===== src/rtl/oled_sched.sv =====
// Scheduler in front of an OLED controller: arbitrates two character requesters,
// batches display updates and sequences power-on/off with a sticky watchdog.
module oled_sched #(
   parameter int AUTO_UPD = 8,
   parameter int TMO_W    = 24
) (
   input  logic       clk,
   input  logic       rstn,
   input  logic       en,
   input  logic       a_valid,
   input  logic [7:0] a_ascii,
   input  logic [5:0] a_pos,
   output logic       a_ready,
   input  logic       b_valid,
   input  logic [7:0] b_ascii,
   input  logic [5:0] b_pos,
   output logic       b_ready,
   input  logic       flush,
   input  logic       clear,
   output logic       disp_up,
   output logic       busy,
   output logic       err,
   output logic       write_start,
   output logic [7:0] write_ascii_data,
   output logic [8:0] write_base_addr,
   input  logic       write_ready,
   output logic       update_start,
   output logic       update_clear,
   input  logic       update_ready,
   output logic       disp_on_start,
   input  logic       disp_on_ready,
   output logic       disp_off_start,
   input  logic       disp_off_ready
);

   typedef enum logic [2:0] {
      S_OFF, S_ON_WAIT, S_IDLE, S_WR_WAIT, S_UPD_WAIT, S_OFF_WAIT
   } state_t;

   localparam logic [6:0]       AUTO_THR = 7'(AUTO_UPD);
   localparam logic [TMO_W-1:0] WD_MAX   = '1;
   localparam logic [TMO_W-1:0] WD_ONE   = 1;

   state_t           state, state_nx;
   logic [6:0]       dirty, dirty_nx;
   logic [TMO_W-1:0] wdog, wdog_nx;
   logic             fl_pend, fl_pend_nx, clr_pend, clr_pend_nx;
   logic             last_a, last_a_nx;
   logic             ws_nx, us_nx, uc_nx, on_nx, off_nx, ar_nx, br_nx;
   logic [7:0]       data_nx;
   logic [8:0]       addr_nx;
   logic             first, grant_a, grant_b, in_wait, drop;
   logic             fl_take, clr_take, entry_clr;

   // A start pulse is visible exactly in the first cycle of its wait state.
   assign first   = write_start | update_start | disp_on_start | disp_off_start;
   assign grant_a = a_valid && (!b_valid || !last_a);
   assign grant_b = b_valid && !grant_a;
   assign in_wait = (state != S_OFF) && (state != S_IDLE);
   assign drop    = (state == S_OFF) || (state == S_ON_WAIT);
   assign disp_up = (state == S_IDLE) || (state == S_WR_WAIT) || (state == S_UPD_WAIT);
   assign busy    = in_wait;

   always_comb begin
      state_nx  = state;
      ws_nx     = 1'b0;
      us_nx     = 1'b0;
      uc_nx     = update_clear;
      on_nx     = 1'b0;
      off_nx    = 1'b0;
      ar_nx     = 1'b0;
      br_nx     = 1'b0;
      data_nx   = write_ascii_data;
      addr_nx   = write_base_addr;
      dirty_nx  = dirty;
      last_a_nx = last_a;
      fl_take   = 1'b0;
      clr_take  = 1'b0;
      entry_clr = 1'b0;
      case (state)
         S_OFF: begin
            if (en && update_ready) begin
               state_nx  = S_IDLE;
               entry_clr = 1'b1;
            end else if (en && disp_on_ready) begin
               on_nx    = 1'b1;
               state_nx = S_ON_WAIT;
            end
         end
         S_ON_WAIT: begin
            if (!first && update_ready) begin
               state_nx  = S_IDLE;
               entry_clr = 1'b1;
            end
         end
         S_IDLE: begin
            // A blocked higher-priority action waits rather than falling through.
            if (!en) begin
               if (disp_off_ready) begin
                  off_nx   = 1'b1;
                  state_nx = S_OFF_WAIT;
               end
            end else if (clr_pend) begin
               if (update_ready) begin
                  us_nx    = 1'b1;
                  uc_nx    = 1'b1;
                  clr_take = 1'b1;
                  state_nx = S_UPD_WAIT;
               end
            end else if (fl_pend || (dirty >= AUTO_THR)) begin
               if (update_ready) begin
                  us_nx    = 1'b1;
                  uc_nx    = 1'b0;
                  fl_take  = 1'b1;
                  dirty_nx = 7'd0;
                  state_nx = S_UPD_WAIT;
               end
            end else if ((a_valid || b_valid) && write_ready) begin
               ws_nx     = 1'b1;
               ar_nx     = grant_a;
               br_nx     = grant_b;
               data_nx   = grant_a ? a_ascii : b_ascii;
               addr_nx   = {grant_a ? a_pos : b_pos, 3'b000};
               last_a_nx = grant_a;
               dirty_nx  = (dirty == 7'h7F) ? dirty : dirty + 7'd1;
               state_nx  = S_WR_WAIT;
            end
         end
         S_WR_WAIT:  if (!first && write_ready)   state_nx = S_IDLE;
         S_UPD_WAIT: if (!first && update_ready)  state_nx = S_IDLE;
         S_OFF_WAIT: if (!first && disp_on_ready) state_nx = S_OFF;
         default:    state_nx = S_OFF;
      endcase
      if (entry_clr) dirty_nx = 7'd0;
      fl_pend_nx  = !entry_clr && ((fl_pend && !fl_take) || (flush && !drop));
      clr_pend_nx = !entry_clr && ((clr_pend && !clr_take) || (clear && !drop));
      if ((state_nx != state) || !in_wait) wdog_nx = '0;
      else if (wdog == WD_MAX)             wdog_nx = wdog;
      else                                 wdog_nx = wdog + WD_ONE;
   end

   always_ff @(posedge clk or negedge rstn) begin
      if (!rstn) begin
         state            <= S_OFF;
         write_start      <= 1'b0;
         update_start     <= 1'b0;
         update_clear     <= 1'b0;
         disp_on_start    <= 1'b0;
         disp_off_start   <= 1'b0;
         a_ready          <= 1'b0;
         b_ready          <= 1'b0;
         write_ascii_data <= 8'd0;
         write_base_addr  <= 9'd0;
         dirty            <= 7'd0;
         fl_pend          <= 1'b0;
         clr_pend         <= 1'b0;
         last_a           <= 1'b0;
         wdog             <= '0;
         err              <= 1'b0;
      end else begin
         state            <= state_nx;
         write_start      <= ws_nx;
         update_start     <= us_nx;
         update_clear     <= uc_nx;
         disp_on_start    <= on_nx;
         disp_off_start   <= off_nx;
         a_ready          <= ar_nx;
         b_ready          <= br_nx;
         write_ascii_data <= data_nx;
         write_base_addr  <= addr_nx;
         dirty            <= dirty_nx;
         fl_pend          <= fl_pend_nx;
         clr_pend         <= clr_pend_nx;
         last_a           <= last_a_nx;
         wdog             <= wdog_nx;
         err              <= err | (wdog_nx == WD_MAX);
      end
   end

endmodule


===== config.mk =====
export PLATFORM = sky130hd
export DESIGN_NAME = oled_sched
export DESIGN_NICKNAME = d
export VERILOG_FILES = /design/src/rtl/oled_sched.sv
export SDC_FILE = /design/constraint.sdc
export NUM_CORES = 1
export LEC_CHECK = 0
export ABC_CLOCK_PERIOD_IN_PS = 4400
export BUFFER_PORTS_ARGS = -buffer_cell sky130_fd_sc_hd__buf_2
export CAP_MARGIN = 10
export CORE_MARGIN = 10
export CORE_UTILIZATION = 59
export DETAILED_ROUTE_END_ITERATION = 16
export PLACE_DENSITY = 0.83
export SYNTH_ARGS = -nofsm -noshare
export SYNTH_HDL_FRONTEND = slang
export SYNTH_SLANG_ARGS = --single-unit

===== constraint.sdc =====
create_clock -name clk -period 4.4 [get_ports clk]
set_input_delay 0.22 -clock clk [delete_from_list [all_inputs] [get_ports clk]]
set_output_delay 0.22 -clock clk [all_outputs]
set_load 0.02 [all_outputs]

==> results of run 1 <==
-- report_power, final --
group / internal [uW] / switching [uW]
logic: 173 / 324
clock network: 214 / 197
registers: 629 / 85.4
-- cells in the mapped netlist (3+ instances only) --
cell type,number,area share [%]
a21oi_1,12,1.9
a31oi_1,4,0.80
and3_1,5,1.0
and4_1,3,0.84
buf_4,3,0.72
clkbuf_1,10,1.2
dfrtp_1,59,47
ha_1,3,1.2
inv_1,14,1.7
mux2i_1,15,4.8
nand2_1,36,4.3
nand3_1,12,1.9
nand4_1,8,1.6
nor2_1,40,4.8
nor3_1,10,1.6
o21ai_0,30,4.8
o31ai_1,3,0.72
or3_1,6,1.2
or4_1,3,0.72
xnor2_1,13,3.7
xor2_1,9,2.5
-- layout make-up --
class | instances | area [sq um] | area share [%]
Clock buffer | 12 | 145 | 4.00
Clock inverter | 3 | 15.0 | 0.414
Inverter | 14 | 52.6 | 1.45
Multi-Input combinational cell | 248 | 1530 | 42.1
Sequential cell | 59 | 1480 | 40.7
Tap cell | 70 | 87.6 | 2.41
Timing Repair Buffer | 64 | 325 | 8.96
-- through the flow --
step	total power [uW]	instances	instance area (sq um)	hold WS (ns)	utilization, %
3_5_place_dp	1220	455	3470	0.409	67.9
4_1_cts	1640	470	3630	0.0562	71.1
2_1_floorplan	1050	337	3120	-0.0756	-
3_3_place_gp	1210	455	3470	0.407	67.9
5_1_grt	1730	470	3630	0.0946	71.1
6_report	1620	470	3630	0.0280	71.1
-- layer usage --
layer | share of wire, % | track usage (%)
met5 | 0 | 0
met3 | 6.7 | 5.25
met4 | 0.83 | 6.43
met2 | 48 | 28.0
met1 | 45 | 21.2
-- cells by family after synthesis --
| group | synth area share (%) |
|---|---|
| multiplexers | 5.18 |
| flip-flops | 47.4 |
| adder cells (fa/ha/maj) | 1.21 |
| XOR/XNOR | 6.19 |
| AND/OR/NAND/NOR | 22.9 |
| other | 0.120 |
| AO/OA/AOI/OAI | 12.9 |
| buffers and inverters | 4.06 |
-- worst max path at each step --
stage	endpoint	from	cells after the start	slack [ns]
after global placement	last_a	dirty[5]	6	1.59
after floorplan	err	wdog[0]	7	1.93
after CTS	last_a	dirty[5]	6	1.36
after detailed placement	last_a	dirty[5]	6	1.38
final	last_a	dirty[5]	6	1.39
after global routing	last_a	dirty[5]	6	1.05
-- flip-flops by register name, summed over array words and instances, names as in the netlist, 3 cells and up --
register,flops
state,3
write_ascii_data,8
dirty,7
write_base_addr,6
wdog,24
-- cell usage in the layout (no fill, tap or decap), types with 2 or more instances in the layout --
cell type and instances:
conb_1 3, a21oi_1 12, clkbuf_1 2, o21ai_0 30, nand2_1 36, and3_1 5, a31oi_1 4, xnor2_1 13
dfrtp_1 59, buf_4 2, buf_2 62, o31ai_1 3, or4_1 3, inv_1 14, clkbuf_8 10, nand4_1 8
nand3_1 12, clkinv_2 3, nor3_1 10, nor2_1 40, and4_1 3, nor4_1 2, ha_1 3, nor3b_1 2
nor2b_1 2, o211ai_1 2, xor2_1 9, mux2i_1 15, a21o_1 2, or3_1 6
==> reports/results.ini, run 1 <==
[flow_run]
drv_cap = 0

[cts]
post_cts_resized = 0
cts_hold_buf = 0
cts.sinks = 59
cts_buffers = 9
cts.clk_slew.worst_paths_ns = 0.06
insertion_delay_ns = 0.33
cts_buffer_depth = 2
h-tree-depth = 3
cts_tree = yes
cts_setup_buffers = 0
root_buffer = clkbuf_8

[worst_setup_path]
worstSetupPathType = reg2reg
path_buf_inv = 0
rr_worst_depth = 6
arrival_ns = 3.27
worstSetupEndpointType = flop
cp_top_family = simple AND/OR/NAND/NOR gates
critPathMaxFanout = 32
reg2reg_setup_slack_ns = 1.39
slowest_stage = nand3_1
cp-start-kind = flop
crit_chain = or4_1 > or2_2 > nor4_1 > nand3_1 > nor2b_1 > a21o_1
worstPathRequired_ns = 4.66
r2r-end = last_a
reg2reg_from = dirty[5]
cpPeakStageDelay_ns = 0.78

[sta]
hold_viol = 0
relSlewSlack_pct = 30.6
setup_violations = 0
period_share_pct = 68.4
fin_ws_ns = 1.39
drv_slew = 0
tns_ns = 0
fmax_mhz = 332
rsz0062_at_grt = no
fin_skew_ns = 0.00600
worst_slew_pin_slew_ns = 1.04
min_period_ns = 3.01

[synthesis]
yosys_warnings = 0
netlist_area_sq_um = 3110
syn_inst = 335
async_flop_share_pct = 100
synth-main-ff-cell = dfrtp_1
ys_ff_latch = 59
synth.avg_cell_area_sq_um = 9.29
synth_cell_types = 50
ys_seq_area_share_pct = 47.4
synth_edf_count = 0

[pwr]
ir_worst_vdd_v = 0.000283
p_per_area_nw_per_um2 = 447
p_leak_uw = 0.00171

[cells_and_area]
area_growth_pct = 16.6
drive_gt1_share_pct = 22.5
n_antenna_cell = 0
fin_nets = 438
fillers = 380

[die]
die_width_um = 92.6
initial_utilization_pct = 61.0
core.rowCount = 26
fp.dieH_um = 92.6
core_sq_um = 5110
die-area_sq_um = 8580
pin_count = 66

[global_routing]
grt_max_degree = 60
antenna_found_initial = 0
grt_pass1_vias = 2748
grt_usage_pct = 17.3
grt_pass1_wl_mm = 12.3
grt_overflow = 0

[place]
dp_slack_ns = 1.38
portBuffers = 62
place_congestion = 0.937
dpl.hpwl_mm = 5.20

[route]
wl_per_cell_um = 14.9
via_per_inst = 5.60
dr.pass1.iters = 4
num_vias = 2630
drcViolationCount = 0
finalWirelength_mm = 7.03
ant_nets = 0
drt_iter0_drc = 140

[worst_hold_path]
hp-class = in2async

[outcome]
run_status = finished, final reports clean

(Power assumes the default switching activity.)
==> run 2, diff against run 1 <==
==> config.mk (replaced) <==
export PLATFORM = sky130hd
export DESIGN_NAME = oled_sched
export DESIGN_NICKNAME = d
export VERILOG_FILES = /design/src/rtl/oled_sched.sv
export SDC_FILE = /design/constraint.sdc
export NUM_CORES = 1
export LEC_CHECK = 0
export ABC_CLOCK_PERIOD_IN_PS = 2600
export BUFFER_PORTS_ARGS = -buffer_cell sky130_fd_sc_hd__buf_2
export CAP_MARGIN = 10
export CORE_MARGIN = 10
export CORE_UTILIZATION = 49
export DETAILED_ROUTE_END_ITERATION = 16
export PLACE_DENSITY = 0.74
export SYNTH_ARGS = -nofsm -noshare
export SYNTH_HDL_FRONTEND = slang
export SYNTH_SLANG_ARGS = --single-unit
==> constraint.sdc (replaced) <==
create_clock -name clk -period 2.6 [get_ports clk]
set_input_delay 0.13 -clock clk [delete_from_list [all_inputs] [get_ports clk]]
set_output_delay 0.13 -clock clk [all_outputs]
set_load 0.02 [all_outputs]
==> reports/results.ini, run 2 (synthesis results as in run 1) <==
[outcome]
run_status = finished, final reports clean

[die]
core.rowCount = 28  ; +7.7%
initial_utilization_pct = 51.4  ; -9.6 points
die_width_um = 99.7  ; +7.6%
fp.dieH_um = 99.7  ; +7.6%
pin_count = 66  ; unchanged
die-area_sq_um = 9940  ; +16%
core_sq_um = 6060  ; +19%

[route]
dr.pass1.iters = 4  ; unchanged
via_per_inst = 5.49  ; -2.0%
finalWirelength_mm = 7.36  ; +4.8%
drcViolationCount = 0  ; unchanged
ant_nets = 0  ; unchanged
wl_per_cell_um = 15.2  ; +1.4%
num_vias = 2666  ; +1.4%
drt_iter0_drc = 105  ; -25%

[worst_setup_path]
cp-start-kind = flop
worstSetupEndpointType = flop
slowest_stage = or4_4
worstPathRequired_ns = 2.84  ; -1.82 ns
worstSetupPathType = reg2reg
critPathMaxFanout = 4  ; -88%
crit_chain = ha_2 > nand3_2 > or4_4 > o211a_1 > nand2b_4 > or4_1 > o41ai_2
cpPeakStageDelay_ns = 0.56  ; -0.22 ns
path_buf_inv = 0  ; unchanged
arrival_ns = 2.69  ; -0.58 ns
cp_top_family = simple AND/OR/NAND/NOR gates

[sta]
setup_violations = 0  ; unchanged
rsz0062_at_grt = no
drv_slew = 0  ; unchanged
min_period_ns = 2.45  ; -0.556 ns
fin_skew_ns = 0.00300  ; -0.00301 ns
hold_viol = 0  ; unchanged
fmax_mhz = 407  ; +23%
period_share_pct = 94.4  ; +26 points
tns_ns = 0  ; unchanged

[cells_and_area]
area_growth_pct = 21.1
final_cell_mix = buf_2 (62), dfrtp_1 (59), nor2_1 (39)
drive_gt1_share_pct = 25.3  ; +2.8 points
biggestRegsByFlops = wdog x24, write_ascii_data x8, dirty x7
fillers = 524  ; +38%
fin_nets = 448  ; +2.3%
ff_latch_area_sq_um = 1480  ; unchanged
multi_input_area_sq_um = 1530  ; +0.33%
stdcell_area_sq_um = 3770  ; +3.9%
max_flop_register = wdog
final_common_cell = buf_2
n_antenna_cell = 0  ; unchanged
largest_reg_flops = 24  ; unchanged

[global_routing]
grt_usage_pct = 15.3  ; -1.9 points
grt_overflow = 0  ; unchanged
grt_pass1_vias = 2706  ; -1.5%
antenna_found_initial = 0  ; unchanged
grt_max_degree = 40  ; -33%
grt_pass1_wl_mm = 12.7  ; +3.6%

[cts]
insertion_delay_ns = 0.34  ; about the same
cts.clk_slew.worst_paths_ns = 0.06  ; about the same
cts_buffers = 9  ; unchanged
root_buffer = clkbuf_8
cts.sinks = 59  ; unchanged
cts_tree = yes
cts_buffer_depth = 2  ; unchanged
h-tree-depth = 3  ; unchanged

[pwr]
ir_worst_vdd_v = 0.000532  ; +88%
p_seq_share_pct = 40.7  ; -3.3 points
switching_share_pct = 36.1  ; -1.3 points
clkPwrFrac_pct = 29.3  ; +4.0 points
switching_power_uw = 1070  ; +77%
p_per_area_nw_per_um2 = 788  ; +76%
power_frac_comb_pct = 30.0  ; -0.6 points
p_leak_uw = 0.00178  ; +4.0%
intPower_uw = 1900  ; +87%

[place]
place_congestion = 0.868  ; -7.3%
dpl.hpwl_mm = 5.51  ; +6.1%
place_area_sq_um = 3540  ; +1.9%
portBuffers = 62  ; unchanged

[flow_run]
drv_cap = 0  ; unchanged

[worst_hold_path]
hp-class = in2reg

[run 2: changes by cell type in the layout (fill, tap and decap cells not counted), sizes merged]
cell         delta
clkinv          -1
clkinvlp        +1
bufinv          +1
buf             +9
dlygate4sd3     +1
[run 2: worst paths after layout]
path,cells past startpoint,end,startpoint,slack [ns]
setup / recovery,7,err,wdog[1],0.15
hold / removal,3,disp_off_start,disp_off_ready,0.06
setup reg to reg,7,err,wdog[1],0.15
hold reg to reg,2,write_ascii_data[6],write_ascii_data[6],0.48
max in group asynchronous,3,write_ascii_data[0],rstn,1.49
min in group asynchronous,2,disp_on_start,rstn,0.27
[run 2: per-layer routing]
layer	vias up	GRT usage (%)	wire, um
met5	-	0	0
met4	0	6.95	147
met3	13	4.64	466
met2	81	23.2	3350
met1	1255	19.6	3410
li1	1317	-	-
[run 2: power groups by stage]
stage	registers [uW]	logic [uW]	clock network, uW
after floorplan	1270	508	0
after global placement	1210	866	0
after detailed placement	1220	886	0
after CTS	1210	887	888
after global routing	1230	1010	918
final	1210	891	870
[run 2: stage by stage]
stage	hold WS [ns]	util (%)	worst slack, ns	cells	power [uW]
2_1_floorplan	-0.166	-	0.132	337	1780
3_3_place_gp	0.108	58.3	0.149	468	2080
3_5_place_dp	0.112	58.3	0.0806	468	2100
4_1_cts	0.0465	62.0	0.0545	485	2980
5_1_grt	0.0746	62.2	0.0125	486	3160
6_report	0.0585	62.2	0.146	486	2970
[run 2: worst min-delay path, delay by kind of cell]
family        cells  cell delay [ns]
simple gates      2             0.13
buf+inv           1             0.11
[run 2: cell type report]
class | count | area share, %
tap | 75 | 2.49
clock buffer | 12 | 4.38
multi-input combinational | 248 | 40.6
sequential | 59 | 39.2
timing repair buffer | 74 | 10.7
clock inverter | 4 | 1.26
inverter | 14 | 1.39
[run 2: timing repair]
item,in CTS,in global routing
resized for setup,0,2
buffers inserted,0,1
hold buffers,1,0
endpoints found under the setup margin,0,2
hold endpoints to repair,20,0
==> run 3, diff against run 2 <==
==> config.mk (replaced) <==
export PLATFORM = sky130hd
export DESIGN_NAME = oled_sched
export DESIGN_NICKNAME = d
export VERILOG_FILES = /design/src/rtl/oled_sched.sv
export SDC_FILE = /design/constraint.sdc
export NUM_CORES = 1
export LEC_CHECK = 0
export ABC_CLOCK_PERIOD_IN_PS = 2400
export BUFFER_PORTS_ARGS = -buffer_cell sky130_fd_sc_hd__buf_2
export CAP_MARGIN = 10
export CORE_MARGIN = 10
export CORE_UTILIZATION = 55
export DETAILED_ROUTE_END_ITERATION = 16
export PLACE_DENSITY = 0.78
export SYNTH_ARGS = -nofsm -noshare
export SYNTH_HDL_FRONTEND = slang
export SYNTH_SLANG_ARGS = --single-unit
==> constraint.sdc (replaced) <==
create_clock -name clk -period 2.4 [get_ports clk]
set_input_delay 0.12 -clock clk [delete_from_list [all_inputs] [get_ports clk]]
set_output_delay 0.12 -clock clk [all_outputs]
set_load 0.02 [all_outputs]
==> reports/results.ini, run 3 (synthesis results as in run 1) <==
[cts]
cts_tree = yes
h-tree-depth = 3  ; unchanged
cts_buffer_depth = 2  ; unchanged
insertion_delay_ns = 0.34  ; about the same
cts.clk_slew.worst_paths_ns = 0.07  ; about the same
cts_buffers = 9  ; unchanged
root_buffer = clkbuf_8
cts.sinks = 59  ; unchanged

[place]
place_congestion = 0.961  ; +11%
portBuffers = 62  ; unchanged
dp_slack_ns = 0.0397  ; -0.0409 ns
dpl.hpwl_mm = 5.71  ; +3.7%
place_area_sq_um = 3660  ; +3.4%

[sta]
tns_ns = 0  ; unchanged
period_share_pct = 97.4  ; +3.0 points
fin_ws_ns = 0.0622  ; -0.0835 ns
relSlewSlack_pct = 59.9
fin_skew_ns = 0.00853  ; +0.00553 ns
setup_violations = 0  ; unchanged
hold_ws_ns = 0.0423  ; -0.0162 ns
fmax_mhz = 428  ; +5.0%
drv_slew = 0  ; unchanged
worst_slew_pin_slew_ns = 0.602
hold_viol = 0  ; unchanged
min_period_ns = 2.34  ; -0.116 ns

[die]
fp.dieH_um = 95.2  ; -4.5%
initial_utilization_pct = 56.5  ; +5.2 points
die-area_sq_um = 9070  ; -8.8%
die_width_um = 95.2  ; -4.5%
core_sq_um = 5510  ; -9.1%
pin_count = 66  ; unchanged
core.rowCount = 27  ; -3.6%

[flow_run]
drv_cap = 0  ; unchanged

[route]
dr.pass1.iters = 4  ; unchanged
via_per_inst = 5.51  ; +0.46%
num_vias = 2739  ; +2.7%
wl_per_cell_um = 15.8  ; +4.1%
finalWirelength_mm = 7.84  ; +6.4%
drcViolationCount = 0  ; unchanged
drt_iter0_drc = 169  ; +61%
ant_nets = 0  ; unchanged

[cells_and_area]
largest_reg_flops = 24  ; unchanged
drive_gt1_share_pct = 29.9  ; +4.6 points
final_cell_mix = buf_2 (62), dfrtp_1 (57), nor2_1 (40)
max_flop_register = wdog
area_growth_pct = 27.1
n_antenna_cell = 0  ; unchanged
fillers = 407  ; -22%
biggestRegsByFlops = wdog x24, write_ascii_data x8, dirty x7
stdcell_area_sq_um = 3960  ; +4.9%
fin_nets = 462  ; +3.1%
final_common_cell = buf_2

[worst_setup_path]
worstSetupPathType = reg2reg
critPathLaunch = wdog[1]
cp-start-kind = flop
critPathMaxFanout = 5  ; +1
worstPathRequired_ns = 2.64  ; -0.20 ns
arrival_ns = 2.58  ; -0.11 ns
reg2reg_from = wdog[1]
worstSetupEndpointType = flop

[global_routing]
grt_pass1_vias = 2716  ; +0.37%
grt_overflow = 0  ; unchanged
antenna_found_initial = 0  ; unchanged
grt_usage_pct = 17.7  ; +2.4 points
grt_max_degree = 33  ; -18%
grt_pass1_wl_mm = 12.8  ; +0.27%

[worst_hold_path]
min_from = disp_on_ready
hp-class = in2reg

[pwr]
ir_worst_vdd_v = 0.000519  ; -2.3%
p_per_area_nw_per_um2 = 814  ; +3.3%
p_leak_uw = 0.00184  ; +3.7%
finalPower_uw = 3220  ; +8.4%

[outcome]
run_status = finished, final reports clean

run 3: cell type report:
cell class	count	area, sq um	area share [%]
clock buffers	11	141	3.57
multi-input cells	248	1620	41.0
inverters	14	52.6	1.33
flip-flops and latches	59	1480	37.4
clock inverters	5	52.6	1.33
repair buffers	88	520	13.2
well taps	72	90.1	2.28
run 3: metrics by stage:
step	utilization [%]	std cells
after floorplan	-	337
after global placement	66.4	477
after detailed placement	66.4	477
after CTS	70.1	494
after global routing	71.8	497
final	71.8	497
run 3: worst max-delay path, cell delays in order (launching register included):
cell      delay, ns
dfrtp_1        0.39
ha_4           0.17
nand3_4        0.09
or4_4          0.47
o211a_4        0.28
nand2b_4       0.14
or4_4          0.49
o41ai_4        0.20
run 3: repair_timing:
action | CTS | global route
endpoints found under the setup margin | 0 | 24
endpoints found under the hold margin | 25 | 0
resized for setup | 0 | 14
buffers inserted | 0 | 3
hold buffers | 1 | 0
run 3: worst paths after layout:
kind | to | slack (ns) | cells past startpoint
worst max-delay path | err | 0.06 | 7
worst min-delay path | disp_on_start | 0.04 | 3
worst max register to register | err | 0.06 | 7
worst min register to register | write_ascii_data[1] | 0.48 | 2
max in group asynchronous | wdog[0] | 1.40 | 3
min in group asynchronous | disp_on_start | 0.32 | 2
run 3: report_power, final:
part | internal, uW | switching (uW) | total (uW)
Combinational | 372 | 639 | 1010
Clock | 502 | 399 | 901
Sequential | 1150 | 152 | 1310
run 3: routing by layer:
layer  routed length [um]  global-route usage, %  share of wire [%]  up-vias
met3                  428                   4.95                5.5        9
met5                    0                      0                  0        -
met2                 3890                   29.2                 50       73
met4                  116                   7.36                1.5        0
met1                 3400                   21.4                 43     1315
li1                     -                      -                  -     1342
